[config.mk]
export PLATFORM = sky130hd
export DESIGN_NAME = axi_slv_wr_arbiter
export DESIGN_NICKNAME = d
export VERILOG_FILES = /design/src/rtl/noc_arb_pkg.sv /design/src/rtl/rr_pick.sv /design/src/rtl/axi_slv_wr_arbiter.sv
export SDC_FILE = /design/constraint.sdc
export NUM_CORES = 1
export LEC_CHECK = 0
export BUFFER_PORTS_ARGS = -buffer_cell sky130_fd_sc_hd__clkbuf_2
export CAP_MARGIN = 10
export CORE_AREA = 2 2 55 46
export DETAILED_ROUTE_END_ITERATION = 7
export DIE_AREA = 0 0 57 48
export GPL_TIMING_DRIVEN = 1
export SLEW_MARGIN = 20
export SYNTH_ARGS = -nofsm -noshare
export SYNTH_HDL_FRONTEND = slang
export SYNTH_SLANG_ARGS = --single-unit
[constraint.sdc]
create_clock -name clk -period 1.5 [get_ports clk]
set_input_delay 0 -clock clk [delete_from_list [all_inputs] [get_ports clk]]
set_output_delay 0 -clock clk [all_outputs]
set_load 0.02 [all_outputs]
[src/rtl/noc_arb_pkg.sv]
// Shared types and constants for the NoC slave-side write arbiters.
package noc_arb_pkg;

  typedef enum logic [1:0] {
    ST_IDLE = 2'd0,
    ST_ADDR = 2'd1,
    ST_DATA = 2'd2
  } arb_state_e;

  localparam int NUM_M_DEFAULT = 4;

  // Per-slave master access masks: only S1, S5 and S6 are reachable from master 3.
  localparam logic [3:0] S0_ACCESS_MASK = 4'b0111;
  localparam logic [3:0] S1_ACCESS_MASK = 4'b1111;
  localparam logic [3:0] S2_ACCESS_MASK = 4'b0111;
  localparam logic [3:0] S3_ACCESS_MASK = 4'b0111;
  localparam logic [3:0] S4_ACCESS_MASK = 4'b0111;
  localparam logic [3:0] S5_ACCESS_MASK = 4'b1111;
  localparam logic [3:0] S6_ACCESS_MASK = 4'b1111;
  localparam logic [3:0] S7_ACCESS_MASK = 4'b0111;

endpackage

[src/rtl/rr_pick.sv]
// Combinational round-robin picker: first set request after 'last', wrapping modulo N.
module rr_pick #(
  parameter int N  = 4,
  parameter int IW = $clog2(N)
) (
  input  logic [N-1:0]  req,
  input  logic [IW-1:0] last,
  output logic [N-1:0]  gnt_oh,
  output logic [IW-1:0] gnt_idx,
  output logic          any
);

  logic [IW-1:0] cand_s;
  logic          found_s;

  // Rotating priority search starting one past the previous winner
  always_comb begin
    gnt_oh  = '0;
    gnt_idx = '0;
    found_s = 1'b0;
    cand_s  = '0;
    for (int off = 1; off <= N; off++) begin
      cand_s = IW'((int'(last) + off) % N);
      if (!found_s && req[cand_s]) begin
        found_s         = 1'b1;
        gnt_oh[cand_s]  = 1'b1;
        gnt_idx         = cand_s;
      end else begin
        found_s = found_s;
      end
    end
  end

  assign any = |req;

endmodule

[src/rtl/axi_slv_wr_arbiter.sv]
// AXI write-channel arbiter in front of one slave: IDLE -> ADDR -> DATA per burst.
// Define AXI_SLV_WR_ARB_QOS_EN to pick the highest-AWQOS eligible master first.
module axi_slv_wr_arbiter
  import noc_arb_pkg::*;
#(
  parameter int               NUM_M       = NUM_M_DEFAULT,
  parameter logic [NUM_M-1:0] ACCESS_MASK = 4'b1111
) (
  input  logic                       clk,
  input  logic                       rst,
  input  logic [NUM_M-1:0]           m_awvalid,
  input  logic [4*NUM_M-1:0]         m_awqos,
  output logic [NUM_M-1:0]           m_awready,
  output logic                       s_awvalid,
  input  logic                       s_awready,
  input  logic                       s_wvalid,
  input  logic                       s_wready,
  input  logic                       s_wlast,
  output logic [$clog2(NUM_M)-1:0]   grant_idx,
  output logic                       w_route_en,
  output logic [NUM_M-1:0]           access_err,
  output logic                       busy
);

  localparam int IW = $clog2(NUM_M);

  arb_state_e       state_r;
  arb_state_e       state_nx_s;
  logic [IW-1:0]    last_grant_r;
  logic [NUM_M-1:0] access_err_r;
  logic [NUM_M-1:0] elig_s;
  logic [NUM_M-1:0] cand_req_s;
  logic [NUM_M-1:0] pick_oh_unused_s;
  logic [IW-1:0]    pick_idx_s;
  logic             pick_any_s;
  logic             w_done_s;

  assign elig_s   = m_awvalid & ACCESS_MASK;
  assign w_done_s = s_wvalid & s_wready & s_wlast;

`ifdef AXI_SLV_WR_ARB_QOS_EN
  logic [3:0] qos_max_s;

  // Keep only eligible masters at the highest QoS; round-robin breaks the tie
  always_comb begin
    qos_max_s  = 4'd0;
    cand_req_s = '0;
    for (int i = 0; i < NUM_M; i++) begin
      if (elig_s[i] && (m_awqos[4*i +: 4] > qos_max_s)) begin
        qos_max_s = m_awqos[4*i +: 4];
      end else begin
        qos_max_s = qos_max_s;
      end
    end
    for (int i = 0; i < NUM_M; i++) begin
      cand_req_s[i] = elig_s[i] && (m_awqos[4*i +: 4] == qos_max_s);
    end
  end
`else
  logic qos_unused_s;

  assign qos_unused_s = ^m_awqos;
  assign cand_req_s   = elig_s;
`endif

  rr_pick #(
    .N  (NUM_M),
    .IW (IW)
  ) u_rr_pick (
    .req     (cand_req_s),
    .last    (last_grant_r),
    .gnt_oh  (pick_oh_unused_s),
    .gnt_idx (pick_idx_s),
    .any     (pick_any_s)
  );

  // State, grant pointers and registered access errors
  always_ff @(posedge clk) begin
    if (rst) begin
      state_r      <= ST_IDLE;
      grant_idx    <= '0;
      last_grant_r <= IW'(NUM_M - 1);
      access_err_r <= '0;
    end else begin
      state_r      <= state_nx_s;
      access_err_r <= m_awvalid & ~ACCESS_MASK;
      if (state_r == ST_IDLE && pick_any_s) begin
        grant_idx <= pick_idx_s;
      end else begin
        grant_idx <= grant_idx;
      end
      if (state_r == ST_DATA && w_done_s) begin
        last_grant_r <= grant_idx;
      end else begin
        last_grant_r <= last_grant_r;
      end
    end
  end

  // Next-state: grant is held through ADDR regardless of the master's awvalid
  always_comb begin
    state_nx_s = state_r;
    case (state_r)
      ST_IDLE: begin
        if (pick_any_s) state_nx_s = ST_ADDR;
        else            state_nx_s = ST_IDLE;
      end
      ST_ADDR: begin
        if (s_awready) state_nx_s = ST_DATA;
        else           state_nx_s = ST_ADDR;
      end
      ST_DATA: begin
        if (w_done_s) state_nx_s = ST_IDLE;
        else          state_nx_s = ST_DATA;
      end
      default: state_nx_s = ST_IDLE;
    endcase
  end

  // Outputs decoded from state; forced low while rst is asserted
  always_comb begin
    m_awready  = '0;
    s_awvalid  = 1'b0;
    w_route_en = 1'b0;
    busy       = 1'b0;
    if (rst) begin
      busy = 1'b0;
    end else begin
      case (state_r)
        ST_IDLE: busy = 1'b0;
        ST_ADDR: begin
          s_awvalid            = 1'b1;
          busy                 = 1'b1;
          m_awready[grant_idx] = s_awready;
        end
        ST_DATA: begin
          w_route_en = 1'b1;
          busy       = 1'b1;
        end
        default: busy = 1'b0;
      endcase
    end
  end

  assign access_err = access_err_r & {NUM_M{~rst}};

endmodule

Yosys cells after proc, flatten, opt, wreduce, memory -nomap -nowiden
Index checks and enable logic that the tools add are counted.

operators by class
  add/sub/neg operators = 4
  magnitude comparators = 6
  eq/ne operators = 2
  multiplexer cells = 29
  bitwise logic cells = 3
  reductions and logical operators = 12

operators by type and width
  operator                                                                             number
  2-bit by 3-bit < comparator with 1-bit output, second input constant                 5
  1-bit two-way mux                                                                    15
  2-bit two-way mux                                                                    6
  1-bit binary-select mux with 2-bit select                                            4
  4-bit two-way mux                                                                    2
  1-bit logical AND                                                                    6
  2-bit case mux with 3 select lines                                                   1
  2-bit by 1-bit adder with 2-bit output, second input constant                        2
  2-bit adder, second input constant                                                   2
  4-bit AND                                                                            1
  4-bit OR reduction                                                                   1
  1-bit zero test                                                                      3
  1-bit AND                                                                            2
  1-bit demux with 2-bit select                                                        1
  2-bit by 1-bit equality test with 1-bit output, second input constant                1
  2-bit equality test, second input constant                                           1
  2-bit by 1-bit greater-or-equal comparator with 1-bit output, second input constant  1
  2-bit zero test                                                                      1
  2-bit OR reduction                                                                   1

storage, ports and cells
  register bits = 6
  bits of input ports = 26
  output and inout port bits = 13
  logic and storage cells = 59

Longest topological paths before layout
  depth in word-level cells = 13
  depth in mapped cells = 6
  gate-level depth less buffers = 6

Modules after synthesis
From an unflattened synthesis, not the netlist that was laid out.

unflattened totals
  cell total of the unflattened synthesis = 117
  area total of the unflattened synthesis = 963.4 um2

by module, submodules not included
  module              times used  cells an instance  area an instance (um2)  sequential area each (um2)
  rr_pick             1           70                 540.5                   0.0
  axi_slv_wr_arbiter  1           47                 422.9                   120.1

Worst setup path before layout
No wires, ideal clock.

  path type = register to output
  from = reg state_r[1]
  to = out m_awready[2]
  arrival = 1.474 ns
  required time = 1.500 ns
  slack = 0.026 ns
  stages on the path, launching flop included = 7
  path buffers = 0
  path through = dfxtp_1 -> inv_1 -> ha_1 -> nor2b_1 -> and2_1 -> nand2_1 -> nor2_1

between the ends
  word-level cells in the longest chain between the ends = 3

RTL lines
  element                                         RTL line                   source
  from (decl)                                     axi_slv_wr_arbiter.sv:27   arb_state_e state_r;
  from (signal assigned)                          axi_slv_wr_arbiter.sv:85   state_r <= state_nx_s;
  2-bit by 1-bit equality test with 1-bit output  axi_slv_wr_arbiter.sv:129  case (state_r)
  4-bit two-way mux                               axi_slv_wr_arbiter.sv:129
  4-bit two-way mux                               axi_slv_wr_arbiter.sv:126  if (rst) begin
  to (decl)                                       axi_slv_wr_arbiter.sv:13   output logic [NUM_M-1:0] m_awready,

No other way between the ends.

Final worst setup path
  from = reg state_r[1]
  to = out m_awready[1]

Same word-level chain as after synthesis.

==> flow_summary_export.csv <==
group,metric,value,unit
run,maxCapViolCount,0,
pwr,report.power.total,0.000517,W
synth,yosysTopAreaCell,"dfxtp_1",
die,core,2140,um2
finish,drive_gt1_share,36.6,%
die,die_area,2740,um2
timing,hold_viol_final,0,
finish,fin_util,30.9,%
synth,synth_edf_count,0,
placed_design,detailed_place_hpwl,896,um
drt,drcViolationCount,0,
die,num_rows,15,
synth,syn-instance-count,64,
synth,syn-mean-instance-area,8.15,um2
synth,yosysSeqAreaShare,23.0,%
min_path,hold_class,"primary input to flip-flop",
timing,hold-worst-slack,0.0691,ns
placed_design,place.gp.congestion,0.715,
drt,drt_wl_total,1130,um
synth,ys_dominant_reg_cell,"dfxtp_1",
synth,syn_area,522,um2
critical_path,critPathKind,"flip-flop to primary output",
clocking,cts-root-buf,"clkbuf_4",
placed_design,place_ws,0.208,ns
critical_path,worst_setup_path_start_kind,"flip-flop",
critical_path,worst_ep_required_time,1.50,ns
drt,drtIter0Drc,6,
clocking,postCtsSetupBuffers,0,
finish,antenna_cells,0,
run_status,status,"complete, no violations",
die,fp.dieW,57,um
global_routing,antenna_found_initial,0,
global_routing,grt_pass1_vias,424,
timing,setup_viol,0,
clocking,htreeDepth,1,
global_routing,grt-ovfl-total,0,
finish,fin_nets,114,
die,die_h,48,um
finish,fillers,247,
clocking,numCtsBuffers,3,
drt,viasPerCell,4.63,
finish,area_growth,26.6,%
pwr,leakagePower,0.304,nW
critical_path,cp-end-kind,"primary output",
timing,layout_setup_ws,0.0922,ns
placed_design,numPortBuffers,18,
timing,slew_violations,0,
drt,antenna_left,0,
global_routing,grt_util_all_layers,8.79,%
synth,synth.distinct_cells,32,
synth,synth_area_leaders,"dfxtp_1 (23%), ha_1 (9.6%), buf_4 (5.8%)",
clocking,clock_latency,0.25,ns
drt,first_pass_iters,4,
clocking,clk_pin_slew,0.05,ns
die,io_pins,39,
timing,post-route-period-util,93.9,%
clocking,cts.sinks,6,
timing,finalClockSkew,0.00527,ns
synth,synth_top_area_share,23.0,%
pwr,power_density,783,nW/um2
drt,vias,495,
drt,wl_per_cell,10.6,um
timing,finalCriticalPeriod,1.41,ns
synth,yosysMostFrequentCell,"dfxtp_1",
synth,ys_ff_latch,6,
global_routing,grt_max_degree,10,
timing,fmaxAchievable,710,MHz
synth,yosysWarnings,0,
global_routing,grt_pass1_wl,1730,um
critical_path,crit_arrival,1.41,ns
critical_path,critPathMaxFanout,3,
clocking,clk_path_buf_depth,2,
pwr,irDropWorstVdd,0.388,mV
synth,synthArstFlopShare,0,%
synth,ys_top_cells_by_count,"dfxtp_1 (6), nor2_1 (5)",
clocking,tritoncts,"yes",
die,start_util,24.4,%
[cell families after synthesis]
kind of cell	count (synthesis)	synth area share (%)
adders and majority gates	4	9.59
buffers and inverters	11	12.5
DFF	6	23.0
AOI/OAI and AO/OA	18	29.3
and+or+nand+nor	24	24.9
other	1	0.719
[layout make-up]
| cell class | count | area [um2] | share of cell area, % |
|---|---|---|---|
| Sequential cell | 6 | 123 | 18.6 |
| Clock buffer | 3 | 22.5 | 3.41 |
| Tap cell | 25 | 31.3 | 4.73 |
| Multi-Input combinational cell | 50 | 370 | 56.1 |
| Inverter | 5 | 18.8 | 2.84 |
| Timing Repair Buffer | 18 | 95.1 | 14.4 |
[where the power goes]
group,internal [W],switching [W],total (W)
Combinational,0.0000741,0.000103,0.000177
Clock,0.0000905,0.0000590,0.000150
Sequential,0.000176,0.0000147,0.000191
Total,0.000341,0.000177,0.000517
[flip-flops by register name (all words and copies together) (netlist names)]
signal and cells:
grant_idx 2, state_r 2, last_grant_r 2
[worst paths after layout]
check                                             startpoint                         to  slack [ns]  cells after the start
worst max-delay path                   state_r[1]$_SDFF_PP0_               m_awready[1]        0.09                      6
worst min register to register     grant_idx[0]$_SDFFE_PP0P_  grant_idx[0]$_SDFFE_PP0P_        0.57                      2
worst max register to register  last_grant_r[1]$_SDFFE_PP1P_  grant_idx[0]$_SDFFE_PP0P_        0.22                      4
worst min-delay path                               s_awready      state_r[0]$_SDFF_PP0_        0.07                      3
[worst max-delay path, cell delays in order, from the launching register on]
cell      delay (ns)
dfxtp_2         0.34
inv_2           0.06
ha_4            0.16
nor2b_4         0.12
and2_4          0.16
and3_1          0.17
clkbuf_2        0.15
[per-stage QoR]
stage,setup TNS (ns),cell area (um2),instances
finish,0,661,107
global route,-0.00105,661,107
CTS,0,637,107
detailed placement,0,608,104
global placement,0,608,104
floorplan,0,533,67
[cell usage in the layout (no fill, tap or decap), types with 4 or more instances in the layout]
cell type / instances
clkbuf_2: 16
conb_1: 4
dfxtp_1: 4
nor2_1: 5
[layer usage]
layer  up-vias  GRT usage (%)  wire length, um
li1        253              -                -
met1       231           9.03              460
met2        11           15.9              590
met3         0           4.86               80
met4         0           2.79                0
met5         -              0                0
[what timing repair did]
item                       in CTS  in global routing
setup endpoints to repair       4                  4
gates resized for setup         3                  9
pin swaps                       0                  1
hold buffers                    0                  0
Power figures use the tool's default switching activity.
